<file path="config.mk">
export PLATFORM = sky130hd
export DESIGN_NAME = uart_tx_frame
export DESIGN_NICKNAME = d
export VERILOG_FILES = /design/src/rtl/uart_pkg.sv /design/src/rtl/uart_tx_frame.sv
export SDC_FILE = /design/constraint.sdc
export NUM_CORES = 1
export LEC_CHECK = 0
export BUFFER_PORTS_ARGS = -buffer_cell sky130_fd_sc_hd__buf_2
export CAP_MARGIN = 30
export CORE_MARGIN = 2
export CORE_UTILIZATION = 30
export DETAILED_ROUTE_END_ITERATION = 16
export HOLD_SLACK_MARGIN = 0.12
export PLACE_DENSITY = 0.59
export SYNTH_ARGS = -nofsm -noshare
export SYNTH_HDL_FRONTEND = slang
export SYNTH_SLANG_ARGS = --single-unit
</file>
<file path="constraint.sdc">
create_clock -name clk -period 2.1 [get_ports clk]
set_input_delay 0.105 -clock clk [delete_from_list [all_inputs] [get_ports clk]]
set_output_delay 0.105 -clock clk [all_outputs]
set_load 0.005 [all_outputs]
</file>
<file path="src/rtl/uart_pkg.sv">
// rtl/uart_pkg.sv - shared constants and state encoding for the UART transmit path
package uart_pkg;

   localparam logic [1:0] PAR_NONE     = 2'b00;
   localparam logic [1:0] PAR_ODD      = 2'b01;
   localparam logic [1:0] PAR_EVEN     = 2'b10;
   localparam logic [1:0] PAR_NONE_ALT = 2'b11;

   localparam logic STOP_ONE = 1'b0;
   localparam logic STOP_TWO = 1'b1;

   typedef enum logic [2:0] {
      ST_IDLE   = 3'd0,
      ST_ARMED  = 3'd1,
      ST_START  = 3'd2,
      ST_DATA   = 3'd3,
      ST_PARITY = 3'd4,
      ST_STOP   = 3'd5
   } state_t;

   // Only the two real parity modes put a parity bit on the line.
   function automatic logic has_parity(input logic [1:0] ptype);
      return (ptype == PAR_ODD) || (ptype == PAR_EVEN);
   endfunction

endpackage

</file>
<file path="src/rtl/uart_tx_frame.sv">
// rtl/uart_tx_frame.sv - UART frame serializer: start, LSB-first data, optional parity, 1/2 stop bits
module uart_tx_frame
   import uart_pkg::*;
#(
   parameter int DATA_WIDTH = 8
) (
   input  logic                  clk,
   input  logic                  rst,
   input  logic                  baud_tick,
   input  logic                  send,
   input  logic [DATA_WIDTH-1:0] data_in,
   input  logic                  parity_in,
   input  logic [1:0]            parity_type,
   input  logic                  stop_bits,
   output logic                  tx_out,
   output logic                  busy,
   output logic                  done
);

   localparam int CW = (DATA_WIDTH > 1) ? $clog2(DATA_WIDTH) : 1;
   localparam logic [CW-1:0] LAST_BIT = CW'(DATA_WIDTH - 1);

   state_t                state;
   logic [CW-1:0]         bit_cnt;
   logic [DATA_WIDTH-1:0] shreg;
   logic [DATA_WIDTH-1:0] shreg_next;
   logic                  par_q;
   logic [1:0]            ptype_q;
   logic                  stop_q;
   logic                  stop_cnt;

   always_comb begin
      shreg_next = shreg >> 1;
   end

   // Every bit state only advances on baud_tick, so each level is held one full baud period.
   always_ff @(posedge clk) begin
      if (rst) begin
         state    <= ST_IDLE;
         tx_out   <= 1'b1;
         busy     <= 1'b0;
         done     <= 1'b0;
         bit_cnt  <= '0;
         shreg    <= '0;
         par_q    <= 1'b0;
         ptype_q  <= PAR_NONE;
         stop_q   <= STOP_ONE;
         stop_cnt <= 1'b0;
      end else begin
         done <= 1'b0;
         case (state)
            ST_IDLE: begin
               tx_out <= 1'b1;
               if (send) begin
                  shreg    <= data_in;
                  par_q    <= parity_in;
                  ptype_q  <= parity_type;
                  stop_q   <= stop_bits;
                  bit_cnt  <= '0;
                  stop_cnt <= 1'b0;
                  busy     <= 1'b1;
                  state    <= ST_ARMED;
               end
            end
            ST_ARMED: begin
               if (baud_tick) begin
                  tx_out <= 1'b0;
                  state  <= ST_START;
               end
            end
            ST_START: begin
               if (baud_tick) begin
                  bit_cnt <= '0;
                  tx_out  <= shreg[0];
                  state   <= ST_DATA;
               end
            end
            ST_DATA: begin
               if (baud_tick) begin
                  shreg <= shreg_next;
                  if (bit_cnt == LAST_BIT) begin
                     bit_cnt <= '0;
                     if (has_parity(ptype_q)) begin
                        tx_out <= par_q;
                        state  <= ST_PARITY;
                     end else begin
                        tx_out   <= 1'b1;
                        stop_cnt <= 1'b0;
                        state    <= ST_STOP;
                     end
                  end else begin
                     bit_cnt <= bit_cnt + 1'b1;
                     tx_out  <= shreg_next[0];
                  end
               end
            end
            ST_PARITY: begin
               if (baud_tick) begin
                  tx_out   <= 1'b1;
                  stop_cnt <= 1'b0;
                  state    <= ST_STOP;
               end
            end
            ST_STOP: begin
               if (baud_tick) begin
                  if ((stop_q == STOP_TWO) && !stop_cnt) begin
                     stop_cnt <= 1'b1;
                  end else begin
                     busy  <= 1'b0;
                     done  <= 1'b1;
                     state <= ST_IDLE;
                  end
               end
            end
            default: begin
               tx_out <= 1'b1;
               busy   <= 1'b0;
               state  <= ST_IDLE;
            end
         endcase
      end
   end

endmodule

</file>
==> flow_metrics.env, run 1 <==
export IMPL_outcome="finished clean"
export IMPL_min_path_type="in -> reg"
export IMPL_fin_hold_ws_ns=0.138
export IMPL_grt_use_met3_pct=2.40
export IMPL_maxCapViolations=0
export IMPL_worstSkewPairLatency_ns=0.26
export IMPL_synth_nets=161
export IMPL_fill_cells=391
export IMPL_via_per_inst=5.06
export IMPL_htreeDepth=1
export IMPL_ctsLongestPathBuffers=2
export IMPL_synth_async_reset_ratio_pct=0
export IMPL_finalClockSkew_ns=0.00236
export IMPL_setup_violations=0
export IMPL_vdd_drop_max_uv=276
export IMPL_fin_nets=185
export IMPL_cts_sinks=22
export IMPL_ys_types=35
export IMPL_cp_max_fo=7
export IMPL_place_area_sq_um=1260
export IMPL_end_kind="register"
export IMPL_clockPowerShare_pct=25.1
export IMPL_initial_core_util_pct=31.1
export IMPL_crit_required_ns=2.25
export IMPL_critPathLaunch="bit_cnt[0]$_SDFFE_PP0P_"
export IMPL_final_hold_viol_count=0
export IMPL_yosysSeqAreaShare_pct=38.7
export IMPL_post_place_ws_ns=0.465
export IMPL_worstPathArrival_ns=1.84
export IMPL_power_net_switching_uw=322
export IMPL_hp_start="data_in[6]"
export IMPL_wirelength_mm=2.55
export IMPL_grt_pass1_wl_mm=4.36
export IMPL_first_iter_violations=22
export IMPL_cts_buffers=3
export IMPL_drc_errors=0
export IMPL_layout_min_cycle_time_ns=1.68
export IMPL_syn_inst=143
export IMPL_multi_input_area_sq_um=631
export IMPL_p_comb_share_pct=28.0
export IMPL_grt_max_degree=25
export IMPL_r2r_start="bit_cnt[0]$_SDFFE_PP0P_"
export IMPL_cts_setup_buffers=0
export IMPL_timing_final_ws_setup_ns=0.417
export IMPL_detail_route_wl_per_cell_microns=12.0
export IMPL_grtUsageMet2_pct=20.8
export IMPL_seqCellArea_sq_um=440
export IMPL_fp_row_count=22
export IMPL_relSlewSlack_pct=57.0
export IMPL_ys_warn_count=0
export IMPL_antenna_found_initial=0
export IMPL_cts_tree="done"
export IMPL_core_sq_um=3660
export IMPL_ant_nets=0
export IMPL_dpl_hpwl_mm=1.73
export IMPL_place_gp_congestion=0.796
export IMPL_max_freq_mhz=594
export IMPL_ios=19
export IMPL_p_leak_uw=0.000539
export IMPL_track_usage_pct=12.7
export IMPL_die_y_microns=65.6
export IMPL_areaGrowthSynthToFinish_pct=22.2
export IMPL_antenna_cells=0
export IMPL_cp_start_kind="register"
export IMPL_netlist_area_sq_um=1140
export IMPL_intPower_uw=713
export IMPL_finalCritPeriodShare_pct=80.2
export IMPL_grt_use_met1_pct=17.1
export IMPL_design_area_sq_um=1390
export IMPL_grt_setup_unrepaired="false"
export IMPL_path_clk_slew_ns=0.08
export IMPL_syn_area_per_cell_sq_um=7.95
export IMPL_first_global_vias=952
export IMPL_worst_pin_slew_ns=0.645
export IMPL_p_sw_share_pct=31.1
export IMPL_io_buffers=18
export IMPL_ys_seq_elements=22
export IMPL_final_max_slew_viol_count=0
export IMPL_top_usage_layer="met2"
export IMPL_vias=1078
export IMPL_power_uw=1030
export IMPL_first_pass_iters=4
export IMPL_tns_ns=0
export IMPL_dieArea_sq_um=4300
export IMPL_synthFlopType="dfxtp_1"
export IMPL_grt_overflow=0
export IMPL_powerDensity_nw_per_um2=744
export IMPL_worstSetupPathType="reg -> reg"
export IMPL_die_x_microns=65.6
export IMPL_seqPwrFrac_pct=46.9
export IMPL_synth_edff_count=0
export IMPL_cts_root_buf="clkbuf_8"
export IMPL_drive_gt1_share_pct=17.0
## logic make-up after synthesis
logic type | synth area share [%]
compound gates | 24.0
buf+inv | 5.83
xor+xnor | 0.770
mux | 1.76
fa+ha+maj | 2.20
flops | 38.7
simple gates | 26.7
## cells in the final DEF, fill, tap and decap left out, drive strengths merged, types with 4 or more instances in the layout
cell	count
dlygate4sd3	9
a311oi	7
inv	4
nand3	9
nand2	18
buf	21
dfxtp	22
o21ai	5
nor2	14
a21oi	17
nor3	6
## worst max-delay path, cell delays in order (launching register included)
cell	delay (ns)
dfxtp_1	0.36
ha_1	0.18
ha_1	0.30
and3_1	0.23
nand3_1	0.10
o2bb2ai_1	0.15
a32o_1	0.26
## state kept, by name (all words and copies together), names as in the netlist
signal    cells
done          1
state         3
busy          1
stop_q        1
bit_cnt       3
shreg         8
tx_out        1
ptype_q       2
par_q         1
stop_cnt      1
## power groups by stage
stage                     Clock, uW  Sequential, uW  Combinational [uW]
after floorplan                   0             493                 218
after global placement            0             494                 275
after detailed placement          0             496                 278
after CTS                       270             486                 292
after global routing            285             492                 328
final                           259             485                 290
## cell usage after synthesis (2+ instances only)
library cell | number | area share [%]
a311oi_2 | 3 | 4.0
nor3b_1 | 2 | 1.3
ha_1 | 2 | 2.2
nand2_1 | 18 | 5.9
clkbuf_1 | 8 | 2.6
nand3b_1 | 3 | 2.0
dfxtp_1 | 22 | 39
a311oi_1 | 4 | 3.1
o21ai_0 | 5 | 2.2
buf_2 | 2 | 0.88
nor2b_1 | 2 | 1.1
inv_1 | 4 | 1.3
a21oi_1 | 16 | 7.0
nor4_1 | 2 | 1.1
nand3_1 | 9 | 4.0
mux2i_1 | 2 | 1.8
nand2b_1 | 3 | 1.7
nor2_1 | 14 | 4.6
nor3_1 | 6 | 2.6
## routing by layer
| metal | vias to the layer above | wire length [microns] |
|---|---|---|
| li1 | 554 | - |
| met1 | 490 | 1190 |
| met2 | 32 | 1190 |
| met3 | 2 | 142 |
| met4 | 0 | 25 |
| met5 | - | 0 |
## worst paths after layout
kind	endpoint	cells after the start	slack (ns)
setup reg to reg	stop_cnt$_SDFFE_PP0P_	6	0.42
setup / recovery	stop_cnt$_SDFFE_PP0P_	6	0.42
hold / removal	shreg[6]$_SDFFE_PP0P_	3	0.14
hold reg to reg	shreg[7]$_SDFFE_PP0P_	2	0.48
## area by class of cell
type	instances	share of cell area, %
Multi-Input combinational cell	106	45.4
Sequential cell	22	31.7
Timing Repair Buffer	30	14.6
Tap cell	48	4.32
Clock buffer	3	2.97
Inverter	4	1.08
## repair_timing
action | in CTS | in global routing
hold endpoints to repair | 9 | 0
hold buffers | 9 | 0
gates resized for setup | 0 | 0
## per-stage QoR
stage          utilization (%)  cells
2_1_floorplan                -    143
3_3_place_gp              34.4    201
3_5_place_dp              34.4    201
4_1_cts                   38.0    213
5_1_grt                   38.0    213
6_report                  38.0    213
No activity file was read; power rests on OpenSTA's default activity.
==> run 2, diff against run 1 <==
Settings changed: PLACE_DENSITY 0.59 to 0.61.
Clock period 2.1 ns to 1.4 ns, I/O delays scaled along.
==> run 2 against run 1 <==
The flow now finishes with violations (negative setup slack). Worst setup slack lost 0.50 ns. Worst hold slack improved by 0.10 ns. Critical path depth decreased by 1. Global-route usage up 2.8 points. Via count is 12% higher. Sequential power grew 54%. Clock skew increased by 0.0032 ns.
==> flow_metrics.env, run 2 (same netlist as run 1, synthesis figures left out) <==
export IMPL_p_leak_uw=0.000704
export IMPL_fin_nets=213
export IMPL_detail_route_wl_per_cell_microns=13.2
export IMPL_cts_tree="done"
export IMPL_min_to="tx_out$_SDFFE_PP1P_"
export IMPL_core_sq_um=3660
export IMPL_final_max_slew_viol_count=0
export IMPL_vias=1204
export IMPL_path_delay_family="compound AO/OA/AOI/OAI gates"
export IMPL_max_freq_mhz=676
export IMPL_utilization_pct=48.1
export IMPL_r2r_cells=5
export IMPL_hold_path_depth=4
export IMPL_vdd_drop_max_uv=627
export IMPL_htreeDepth=1
export IMPL_worst_pin_slew_ns=0.513
export IMPL_die_y_microns=65.6
export IMPL_antenna_cells=0
export IMPL_powerDensity_nw_per_um2=1150
export IMPL_wirelength_mm=3.21
export IMPL_drive_gt1_share_pct=36.6
export IMPL_worstPathArrival_ns=1.66
export IMPL_dieArea_sq_um=4300
export IMPL_top_regs="shreg (8), bit_cnt (3), state (3)"
export IMPL_dpl_hpwl_mm=2.08
export IMPL_r2r_start="state[0]$_SDFFE_PP0P_"
export IMPL_grt_overflow=0
export IMPL_worstSkewPairLatency_ns=0.27
export IMPL_final_hold_viol_count=0
export IMPL_end_kind="register"
export IMPL_grt_setup_unrepaired="true"
export IMPL_crit_slowest_cell="or3b_4"
export IMPL_io_buffers=18
export IMPL_finalCritPeriodShare_pct=106
export IMPL_initial_core_util_pct=31.1
export IMPL_path_clk_slew_ns=0.09
export IMPL_design_area_sq_um=1760
export IMPL_worstSetupPathType="reg -> reg"
export IMPL_hp_start="baud_tick"
export IMPL_fin_hold_ws_ns=0.242
export IMPL_crit_required_ns=1.58
export IMPL_track_usage_pct=15.4
export IMPL_grt_max_degree=25
export IMPL_critPathLaunch="state[0]$_SDFFE_PP0P_"
export IMPL_violations="negative setup slack"
export IMPL_cp_start_kind="register"
export IMPL_outcome="complete, but fails checks"
export IMPL_first_global_vias=1198
export IMPL_ant_nets=0
export IMPL_cts_buffers=3
export IMPL_final_cell_mix="25 x buf_4, 19 x dfxtp_1, 18 x nand2_1, 18 x buf_2, 16 x a21oi_1"
export IMPL_regMostFlops="shreg"
export IMPL_areaGrowthSynthToFinish_pct=54.7
export IMPL_cp_max_fo=5
export IMPL_largest_reg_flops=8
export IMPL_setup_violations=11
export IMPL_ff2ff_setup_slack_ns=-0.08
export IMPL_grt_pass1_wl_mm=5.33
export IMPL_path_buf_inv=1
export IMPL_crit_chain="or3b_4 -> a21oi_4 -> buf_12 -> nor2_4 -> a311oi_1"
export IMPL_place_area_sq_um=1460
export IMPL_fp_row_count=22
export IMPL_ctsLongestPathBuffers=2
export IMPL_timing_final_ws_setup_ns=-0.0803
export IMPL_layout_min_cycle_time_ns=1.48
export IMPL_min_path_type="in -> reg"
export IMPL_die_x_microns=65.6
export IMPL_drc_errors=0
export IMPL_final_common_cell="buf_4"
export IMPL_first_iter_violations=16
export IMPL_finalClockSkew_ns=0.00555
export IMPL_antenna_found_initial=0
export IMPL_cts_root_buf="clkbuf_8"
export IMPL_r2r_end="shreg[5]$_SDFFE_PP0P_"
export IMPL_via_per_inst=4.98
export IMPL_first_pass_iters=4
export IMPL_max_stage_delay_ns=0.42
export IMPL_relSlewSlack_pct=65.8
export IMPL_ios=19
export IMPL_place_gp_congestion=0.855
export IMPL_cts_sinks=22
export IMPL_maxCapViolations=0
## run 2: cell types whose count changed in the layout (fill, tap and decap cells not counted), sizes merged
cell | before | now
buf | 21 | 46
dlygate4sd3 | 9 | 12
bufinv | 0 | 1
## run 2: worst min-delay path: cells and delay by family
kind                   cells  cell delay, ns
AOI/OAI and AO/OA          1            0.10
buffers and inverters      2            0.24
and+or+nand+nor            1            0.06
## run 2: layer usage
layer	wire, microns	part of all wire [%]	vias up	track usage (%)
li1	-	-	613	-
met5	0	0	-	0
met4	46	1.4	0	5.73
met3	64	2.0	5	1.71
met2	1590	50	13	26.5
met1	1500	47	573	19.8
## run 2: what timing repair did
action	in CTS	in global routing
endpoints found under the setup margin	16	17
setup buffers	1	4
hold buffers	12	0
gates resized for setup	11	7
pin swaps	5	4
endpoints found under the hold margin	12	0
gates cloned	1	0
## run 2: where the power goes
part	internal (uW)	total [uW]	switching (uW)
combinational	351	676	325
clock	382	605	223
sequential	694	748	53.4
total	1430	2030	601
## run 2: per-stage QoR
| stage | total power (uW) | setup slack (ns) | std cells | setup TNS (ns) |
|---|---|---|---|---|
| final | 2030 | -0.0803 | 242 | -0.375 |
| after global routing | 2140 | -0.111 | 242 | -1.16 |
| after CTS | 2010 | -0.0576 | 239 | -0.245 |
| after detailed placement | 1310 | -0.137 | 221 | -1.02 |
| after global placement | 1300 | -0.0771 | 221 | -0.440 |
| after floorplan | 1100 | -0.0674 | 143 | -0.401 |
## run 2: worst max-delay path by stage
stage	endpoint	slack (ns)	cells past startpoint
floorplan	shreg[1]$_SDFFE_PP0P_	-0.07	6
global placement	state[0]$_SDFFE_PP0P_	-0.08	5
finish	shreg[5]$_SDFFE_PP0P_	-0.08	5
detailed placement	shreg[5]$_SDFFE_PP0P_	-0.14	5
CTS	shreg[0]$_SDFFE_PP0P_	-0.06	5
global route	stop_cnt$_SDFFE_PP0P_	-0.11	6
## run 2: layout make-up
cell class	instances	area (sq um)
repair buffers	58	440
well taps	48	60.1
inverters	4	15.0
fillers	350	1900
flip-flops and latches	22	444
clock inverters	1	30.0
clock buffers	3	41.3
multi-input cells	106	728
==> run 3, diff against run 2 <==
Settings changed: CAP_MARGIN 30 to 20, CORE_MARGIN 2 to 10, CORE_UTILIZATION 30 to 45, PLACE_DENSITY 0.61 to 0.8.
==> run 3 against run 2 <==
The flow still finishes with violations (negative setup slack). Utilization increased by 20 points. Wire length grew 8.2%. Fmax is 6.6% lower. Cell area fell by 5.5%. Clock power down 52%. Register-to-register slack worse by 0.10 ns. Worst hold slack got worse by 0.037 ns. Via count is 3.2% higher. Power shrank 16%. Die area rose by 15%. Cell count shrank 10%. Largest cell class unchanged.
==> flow_metrics.env, run 3 (same netlist as run 1, synthesis figures left out) <==
export IMPL_cp_start_kind="register"
export IMPL_end_kind="register"
export IMPL_timing_final_ws_setup_ns=-0.185
export IMPL_detail_route_wl_per_cell_microns=16.0
export IMPL_worstPathArrival_ns=1.79
export IMPL_final_hold_viol_count=0
export IMPL_hold_path_depth=2
export IMPL_die_y_microns=70.3
export IMPL_grt_setup_unrepaired="true"
export IMPL_first_global_vias=1244
export IMPL_crit_slowest_cell="or3b_4"
export IMPL_post_place_ws_ns=-0.0866
export IMPL_dpl_hpwl_mm=2.17
export IMPL_ios=19
export IMPL_utilization_pct=67.7
export IMPL_cp_num_cells=5
export IMPL_htreeDepth=1
export IMPL_drive_gt1_share_pct=36.9
export IMPL_path_buf_inv=1
export IMPL_vdd_drop_max_uv=758
export IMPL_cts_buffers=3
export IMPL_hp_start="rst"
export IMPL_violations="negative setup slack"
export IMPL_first_pass_iters=7
export IMPL_p_leak_uw=0.000657
export IMPL_setup_violations=12
export IMPL_r2r_start="state[1]$_SDFFE_PP0P_"
export IMPL_layout_min_cycle_time_ns=1.59
export IMPL_core_sq_um=2450
export IMPL_worstSkewPairLatency_ns=0.30
export IMPL_seqCellArea_sq_um=447
export IMPL_final_max_slew_viol_count=0
export IMPL_ant_nets=0
export IMPL_grt_overflow=0
export IMPL_drc_errors=0
export IMPL_path_delay_family="compound AO/OA/AOI/OAI gates"
export IMPL_ctsLongestPathBuffers=2
export IMPL_largest_reg_flops=8
export IMPL_outcome="complete, but fails checks"
export IMPL_vias=1242
export IMPL_max_stage_delay_ns=0.42
export IMPL_die_x_microns=70.3
export IMPL_cts_tree="done"
export IMPL_via_per_inst=5.72
export IMPL_crit_chain="or3b_4 -> a21oi_4 -> buf_12 -> nor2_1 -> a311oi_1"
export IMPL_finalClockSkew_ns=0.00110
export IMPL_track_usage_pct=13.4
export IMPL_maxCapViolations=0
export IMPL_r2r_end="shreg[2]$_SDFFE_PP0P_"
export IMPL_dieArea_sq_um=4940
export IMPL_fill_cells=181
export IMPL_r2r_cells=5
export IMPL_cts_root_buf="clkbuf_4"
export IMPL_min_to="bit_cnt[1]$_SDFFE_PP0P_"
export IMPL_ff2ff_setup_slack_ns=-0.19
export IMPL_regMostFlops="shreg"
export IMPL_grt_max_degree=25
export IMPL_finalCritPeriodShare_pct=113
export IMPL_first_iter_violations=61
export IMPL_grt_pass1_wl_mm=5.64
export IMPL_min_path_type="in -> reg"
export IMPL_final_cell_mix="18 x nand2_1, 18 x buf_2, 18 x buf_4"
export IMPL_cts_sinks=22
export IMPL_wirelength_mm=3.47
export IMPL_place_gp_congestion=0.875
export IMPL_multi_input_area_sq_um=728
export IMPL_relSlewSlack_pct=67.8
export IMPL_io_buffers=18
export IMPL_antenna_found_initial=0
export IMPL_crit_required_ns=1.60
export IMPL_worstSetupPathType="reg -> reg"
export IMPL_powerDensity_nw_per_um2=1030
export IMPL_cp_max_fo=8
export IMPL_top_regs="shreg (8), bit_cnt (3), state (3)"
export IMPL_path_clk_slew_ns=0.12
export IMPL_power_uw=1710
export IMPL_fin_nets=207
export IMPL_fp_row_count=18
export IMPL_antenna_cells=0
export IMPL_worst_pin_slew_ns=0.483
export IMPL_areaGrowthSynthToFinish_pct=46.2
export IMPL_max_freq_mhz=631
export IMPL_initial_core_util_pct=46.3
-- run 3: cell type report --
class                      instances  share of cell area, %
clock buffer                       3                   1.35
inverter                           4                  0.903
multi-input combinational        106                   43.8
tap                               30                   2.26
timing repair buffer              52                   24.8
sequential                        22                   26.9
-- run 3: report_power, final --
| part | total [uW] | switching (uW) | internal (uW) | leakage [uW] |
|---|---|---|---|---|
| sequential | 746 | 50.4 | 695 | 0.000183 |
| clock | 289 | 189 | 101 | 0.0000138 |
| combinational | 672 | 332 | 339 | 0.000460 |
| total | 1710 | 571 | 1140 | 0.000657 |
-- run 3: how the worst max path moves through the flow --
stage	start	endpoint	slack [ns]
6_report	state[1]$_SDFFE_PP0P_	shreg[2]$_SDFFE_PP0P_	-0.19
5_1_grt	state[1]$_SDFFE_PP0P_	shreg[2]$_SDFFE_PP0P_	-0.25
4_1_cts	state[0]$_SDFFE_PP0P_	shreg[5]$_SDFFE_PP0P_	-0.05
3_5_place_dp	state[0]$_SDFFE_PP0P_	shreg[3]$_SDFFE_PP0P_	-0.09
3_3_place_gp	state[0]$_SDFFE_PP0P_	shreg[2]$_SDFFE_PP0P_	-0.04
2_1_floorplan	state[0]$_SDFFE_PP0P_	shreg[1]$_SDFFE_PP0P_	-0.07
-- run 3: worst register-to-register path, delay by kind of cell, from the launching register on --
| kind | cells | cell delay, ns |
|---|---|---|
| flops | 1 | 0.35 |
| compound gates | 2 | 0.49 |
| simple gates | 2 | 0.47 |
| buf+inv | 1 | 0.16 |
-- run 3: through the flow --
step	hold WS, ns	instance area (sq um)	setup TNS, ns	cells
after global placement	0.311	1410	-0.161	199
after floorplan	0.206	1180	-0.401	143
final	0.205	1660	-0.670	217
after global routing	0.229	1660	-1.60	217
after CTS	0.195	1610	-0.275	216
after detailed placement	0.317	1410	-0.717	199
-- run 3: per-layer routing --
| layer | global-route usage [%] | share of wire (%) | vias up |
|---|---|---|---|
| met5 | 0 | 0 | - |
| met4 | 4.61 | 2.4 | 0 |
| met3 | 2.54 | 5.2 | 12 |
| met2 | 24.8 | 54 | 51 |
| met1 | 14.8 | 39 | 577 |
| li1 | - | - | 602 |
-- run 3: timing repair --
action,4_1_cts,5_1_grt
endpoints found under the hold margin,12,0
cloned,0,1
endpoints found under the setup margin,17,18
pin swaps,4,7
hold buffers,12,0
gates resized for setup,13,7
setup buffers,2,0
